## src/rtl/pipelined_adder.sv

```systemverilog
// -----------------------------------------------------------------------------
// pipelined_adder
//
// Pipelined carry-propagate adder/subtractor. A WIDTH-bit operation is split
// into STAGES chunks of CHUNK = WIDTH/STAGES bits. Stage k resolves chunk k and
// registers its partial sum and carry. Operand chunks not yet added ride along
// in skew registers, and finished sum chunks ride along in deskew registers.
// The whole pipe advances together under a valid/ready handshake.
//
// Subtraction is a + ~b + !cin. That is, B is inverted and the carry-in is
// flipped at entry, so the stages only ever add.
//
// Parameters:
//   WIDTH   operand/sum width in bits; must be a multiple of STAGES
//   STAGES  pipeline depth; STAGES=1 gives a single registered adder
//
// Ports:
//   clk        clock, all state on rising edge
//   rst        asynchronous reset, active-high
//   in_valid   operand beat valid
//   in_ready   block can accept a beat this cycle (combinational)
//   a, b       operands
//   cin        carry-in (add) / borrow-in (sub)
//   sub        0: s = a + b + cin, 1: s = a - b - cin
//   out_valid  result beat valid
//   out_ready  downstream accepts result
//   s          sum/difference
//   cout       carry-out of the MSB (sub: 1 = no borrow)
//   ovf        two's-complement overflow, aligned with s
//              (present only with PIPELINED_ADDER_OVF_EN)
//
// Optional feature macro: PIPELINED_ADDER_OVF_EN adds the ovf output.
// -----------------------------------------------------------------------------
module pipelined_adder #(
  parameter int WIDTH  = 16,
  parameter int STAGES = 4
) (
  input  logic             clk,
  input  logic             rst,
  input  logic             in_valid,
  output logic             in_ready,
  input  logic [WIDTH-1:0] a,
  input  logic [WIDTH-1:0] b,
  input  logic             cin,
  input  logic             sub,
  output logic             out_valid,
  input  logic             out_ready,
  output logic [WIDTH-1:0] s,
`ifdef PIPELINED_ADDER_OVF_EN
  output logic             ovf,
`endif
  output logic             cout
);

  localparam int CHUNK = WIDTH / STAGES;

  // The stall is global. Every stage moves only when the output slot is empty
  // or is being drained, so bubbles inside the pipe are not collapsed.
  logic adv;
  assign adv      = ~out_valid | out_ready;
  assign in_ready = adv;

  for (genvar k = 0; k < STAGES; k++) begin : gen_stage
    localparam int LO  = k * CHUNK;   // sum bits already resolved upstream
    localparam int REM = WIDTH - LO;  // operand bits still to be added

    logic [REM-1:0]      op_a;
    logic [REM-1:0]      op_b;
    logic                c_in;
    logic                v_in;
    logic [CHUNK:0]      chunk_sum;
    logic [LO+CHUNK-1:0] sum_in;

    logic                valid_d, valid_q;
    logic                carry_d, carry_q;
    logic [LO+CHUNK-1:0] sum_d,   sum_q;

    assign chunk_sum = {1'b0, op_a[CHUNK-1:0]}
                     + {1'b0, op_b[CHUNK-1:0]}
                     + {{CHUNK{1'b0}}, c_in};

    if (k == 0) begin : g_src
      // Operand conditioning: subtraction becomes addition of ~b with the
      // carry-in flipped.
      assign op_a   = a;
      assign op_b   = b ^ {WIDTH{sub}};
      assign c_in   = cin ^ sub;
      assign v_in   = in_valid;
      assign sum_in = chunk_sum[CHUNK-1:0];
    end else begin : g_src
      assign op_a   = gen_stage[k-1].g_skew.a_sk_q;
      assign op_b   = gen_stage[k-1].g_skew.b_sk_q;
      assign c_in   = gen_stage[k-1].carry_q;
      assign v_in   = gen_stage[k-1].valid_q;
      // The new chunk goes above the deskewed lower chunks.
      assign sum_in = {chunk_sum[CHUNK-1:0], gen_stage[k-1].sum_q};
    end

    // NOTE: every output of a combinational block gets a default before any
    // branch, so no path leaves it unassigned and no latch is inferred.
    always_comb begin
      valid_d = valid_q;
      carry_d = carry_q;
      sum_d   = sum_q;
      if (adv) begin
        valid_d = v_in;
        carry_d = chunk_sum[CHUNK];
        sum_d   = sum_in;
      end
    end

    // NOTE: the data registers are reset along with the valid flags, so s/cout
    // read 0 after reset rather than whatever was in flight.
    always_ff @(posedge clk or posedge rst) begin
      if (rst) begin
        valid_q <= 1'b0;
        carry_q <= 1'b0;
        sum_q   <= '0;
      end else begin
        // NOTE: state is updated with non-blocking assignments, so each stage
        // samples its neighbour's value from before the clock edge.
        valid_q <= valid_d;
        carry_q <= carry_d;
        sum_q   <= sum_d;
      end
    end

    // Skew registers carry the operand chunks that later stages still have to
    // add. The last stage has none.
    if (k < STAGES - 1) begin : g_skew
      logic [REM-CHUNK-1:0] a_sk_d, a_sk_q;
      logic [REM-CHUNK-1:0] b_sk_d, b_sk_q;

      always_comb begin
        a_sk_d = a_sk_q;
        b_sk_d = b_sk_q;
        if (adv) begin
          a_sk_d = op_a[REM-1:CHUNK];
          b_sk_d = op_b[REM-1:CHUNK];
        end
      end

      always_ff @(posedge clk or posedge rst) begin
        if (rst) begin
          a_sk_q <= '0;
          b_sk_q <= '0;
        end else begin
          a_sk_q <= a_sk_d;
          b_sk_q <= b_sk_d;
        end
      end
    end
  end

  assign out_valid = gen_stage[STAGES-1].valid_q;
  assign s         = gen_stage[STAGES-1].sum_q;
  assign cout      = gen_stage[STAGES-1].carry_q;

`ifdef PIPELINED_ADDER_OVF_EN
  // Overflow = carry into the MSB XOR carry out of the MSB. The carry into the
  // MSB is recovered as a ^ b ^ sum at that bit.
  logic ovf_d, ovf_q;

  always_comb begin
    ovf_d = ovf_q;
    if (adv) begin
      ovf_d = gen_stage[STAGES-1].op_a[CHUNK-1]
            ^ gen_stage[STAGES-1].op_b[CHUNK-1]
            ^ gen_stage[STAGES-1].chunk_sum[CHUNK-1]
            ^ gen_stage[STAGES-1].chunk_sum[CHUNK];
    end
  end

  always_ff @(posedge clk or posedge rst) begin
    if (rst) ovf_q <= 1'b0;
    else     ovf_q <= ovf_d;
  end

  assign ovf = ovf_q;
`endif

endmodule

```

## config.mk

```make
export PLATFORM = sky130hd
export DESIGN_NAME = pipelined_adder
export DESIGN_NICKNAME = d
export VERILOG_FILES = /design/src/rtl/pipelined_adder.sv
export SDC_FILE = /design/constraint.sdc
export NUM_CORES = 1
export LEC_CHECK = 0
export CORE_MARGIN = 2
export CORE_UTILIZATION = 59
export DETAILED_ROUTE_END_ITERATION = 10
export PLACE_DENSITY_LB_ADDON = 0.2
export SLEW_MARGIN = 20
export SYNTH_ARGS = -nofsm -noshare
export SYNTH_HDL_FRONTEND = slang
export SYNTH_SLANG_ARGS = --single-unit
```

## constraint.sdc

```tcl
create_clock -name clk -period 8.4 [get_ports clk]
set_input_delay 2.52 -clock clk [delete_from_list [all_inputs] [get_ports clk]]
set_output_delay 2.52 -clock clk [all_outputs]
set_load 0.02 [all_outputs]
```

==> impl_metrics.env <==
export IMPL_period_needed_ns=6.30
export IMPL_io_pins=57
export IMPL_ff2ff_path_depth=5
export IMPL_final_common_cell="nand2_1"
export IMPL_place_area_um2=4810
export IMPL_num_rows=30
export IMPL_worstPathRequired_ns=5.88
export IMPL_setup_viol=0
export IMPL_cts_sinks=96
export IMPL_syn_nets=507
export IMPL_grt_pass1_vias=2673
export IMPL_cts_tree="done"
export IMPL_coreArea_um2=6870
export IMPL_crit_type="input port to output port"
export IMPL_status="finished, final reports clean"
export IMPL_initial_core_util_pct=61.5
export IMPL_hold_class="register to register"
export IMPL_ir_drop_v=0.000126
export IMPL_post_route_period_util_pct=74.9
export IMPL_ys_ff_latch=96
export IMPL_drt_initial_drc_count=176
export IMPL_p_leak_nw=2.48
export IMPL_hold_viol=0
export IMPL_postLayoutCellArea_um2=4990
export IMPL_wl_per_cell_um=11.8
export IMPL_drv_slew=0
export IMPL_maxCapViolCount=0
export IMPL_drive_gt1_share_pct=4.39
export IMPL_ctsLongestPathBuffers=2
export IMPL_setup_tns_ns=0
export IMPL_dr_total_vias=2914
export IMPL_grt_setup_unrepaired="false"
export IMPL_post_cts_buffers=0
export IMPL_port_buffers=56
export IMPL_finalClockSkew_ns=0.00710
export IMPL_grt_max_degree=102
export IMPL_reg2reg_to="gen_stage[2].carry_q$_DFFE_PP0P_"
export IMPL_grt_remaining_overflow=0
export IMPL_avgViaCountPerCell=4.88
export IMPL_hpwl_um=4770
export IMPL_synthTopCellsByArea="dfrtp_1 (57%), nand2_1 (19%), fa_1 (3.8%)"
export IMPL_postCtsHoldBufs=0
export IMPL_layout_common_cells="nand2_1 (216), dfrtp_1 (96), clkdlybuf4s50_1 (56)"
export IMPL_utilization_pct=72.7
export IMPL_pre_cts_ws_ns=2.10
export IMPL_switching_share_pct=36.6
export IMPL_final_nets=555
export IMPL_power_frac_clock_pct=16.3
export IMPL_antenna_left=0
export IMPL_wl_um=7050
export IMPL_p_per_area_nw_per_um2=347
export IMPL_place_congestion=0.810
export IMPL_first_pass_iters=4
export IMPL_reg2reg_from="gen_stage[1].carry_q$_DFFE_PP0P_"
export IMPL_min_from="gen_stage[2].valid_q$_DFFE_PP0P_"
export IMPL_max_freq_mhz=159
export IMPL_slew_headroom_pct=34.6
export IMPL_diodes=0
export IMPL_setup_worst_path_end_class="output port"
export IMPL_fp_dieH_um=88.7
export IMPL_synth_warnings=0
export IMPL_cp_start_kind="input port"
export IMPL_p_sw_mw=0.633
export IMPL_holdPathStages=1
export IMPL_fin_ws_ns=2.10
export IMPL_tightest_slew_ns=0.978
export IMPL_h_tree_depth=3
export IMPL_worstPathMaxFanout=2
export IMPL_syn_area_per_cell_um2=9.42
export IMPL_crit_arrival_ns=3.78
export IMPL_synth_cell_types=22
export IMPL_dieWidth_um=88.7
export IMPL_yosysTopAreaCell="dfrtp_1"
export IMPL_r2r_slack_ns=6.55
export IMPL_syn_inst=449
export IMPL_synth_area_um2=4230
export IMPL_p_comb_share_pct=38.5
export IMPL_clk_latency_ns=0.35
export IMPL_seqPwrFrac_pct=45.1
export IMPL_dieArea_um2=7860
export IMPL_cts_buffers=9
export IMPL_cts_root_buf="clkbuf_8"
export IMPL_p_int_mw=1.10
export IMPL_synth_top_area_share_pct=56.8
export IMPL_cts_resized=0
export IMPL_remaining_drc_errors=0
export IMPL_whs_ns=0.464
export IMPL_yosysSeqAreaShare_pct=56.8
export IMPL_holdPathEnd="out_valid$_DFFE_PP0P_"
export IMPL_gr_usage_all_layers_pct=19.7
export IMPL_clkTransAtPathRegs_ns=0.08
export IMPL_grt_pass1_wl_um=11900
export IMPL_antenna_found_initial=0
export IMPL_area_growth_syn_to_layout_pct=18.1
logic make-up (layout without fill, tap and decap cells):
logic type	after synthesis	after routing	synth area share [%]
buf+inv	32	84	3.88
fa+ha+maj	20	20	7.34
xor+xnor	24	24	4.97
simple gates	233	233	21.2
flops	96	96	56.8
compound gates	44	44	5.80
synthesized netlist by cell type (all sizes together):
master / instances
fa: 8
xor2: 9
o31ai: 1
clkbuf: 1
o21a: 2
dfrtp: 96
inv: 10
nand2: 216
xnor2: 15
a21o: 5
nor2: 11
buf: 21
nor3: 1
o21ai: 22
ha: 12
nor2b: 4
nand2b: 1
a21oi: 14
power groups by stage:
| stage | registers, mW | clock network [mW] | logic, mW |
|---|---|---|---|
| floorplan | 0.819 | 0 | 0.430 |
| global placement | 0.780 | 0 | 0.641 |
| detailed placement | 0.791 | 0 | 0.674 |
| CTS | 0.782 | 0.288 | 0.679 |
| global route | 0.808 | 0.306 | 0.759 |
| finish | 0.781 | 0.283 | 0.667 |
metal layers:
metal	vias to the layer above	wire length (um)	track usage, %	share of wire [%]
li1	1486	-	-	-
met1	1363	3350	27.9	48
met2	57	3340	31.2	47
met3	8	246	3.45	3.5
met4	0	106	6.61	1.5
met5	-	0	0	0
registers in the layout (all words and copies together) (netlist names):
signal / cells
out_valid: 1
gen_stage.g_skew.a_sk_q: 24
cout: 1
gen_stage.sum_q: 24
s: 16
gen_stage.carry_q: 3
gen_stage.valid_q: 3
gen_stage.g_skew.b_sk_q: 24
layout make-up:
type / count / area (um^2)
clock buffer: 9 / 124
tap: 96 / 120
multi-input combinational: 321 / 1660
inverter: 10 / 40.0
clock inverter: 6 / 61.3
fill: 523 / 1880
sequential: 96 / 2400
timing repair buffer: 59 / 583
metrics by stage:
stage	std cells	power, mW
after floorplan	449	1.25
after global placement	582	1.42
after detailed placement	582	1.47
after CTS	597	1.75
after global routing	597	1.87
final	597	1.73
worst max-delay path: stages:
cell,delay [ns]
clkdlybuf4s50_1,0.52
nor2b_4,0.07
inv_2,0.07
clkdlybuf4s50_1,0.60
how the worst max path moves through the flow:
stage,startpoint,to,slack [ns]
CTS,out_ready,in_ready,2.10
global route,out_ready,in_ready,2.08
finish,out_ready,in_ready,2.10
detailed placement,out_ready,in_ready,2.10
global placement,out_ready,in_ready,2.10
floorplan,out_ready,in_ready,3.00
(Power assumes the default switching activity.)
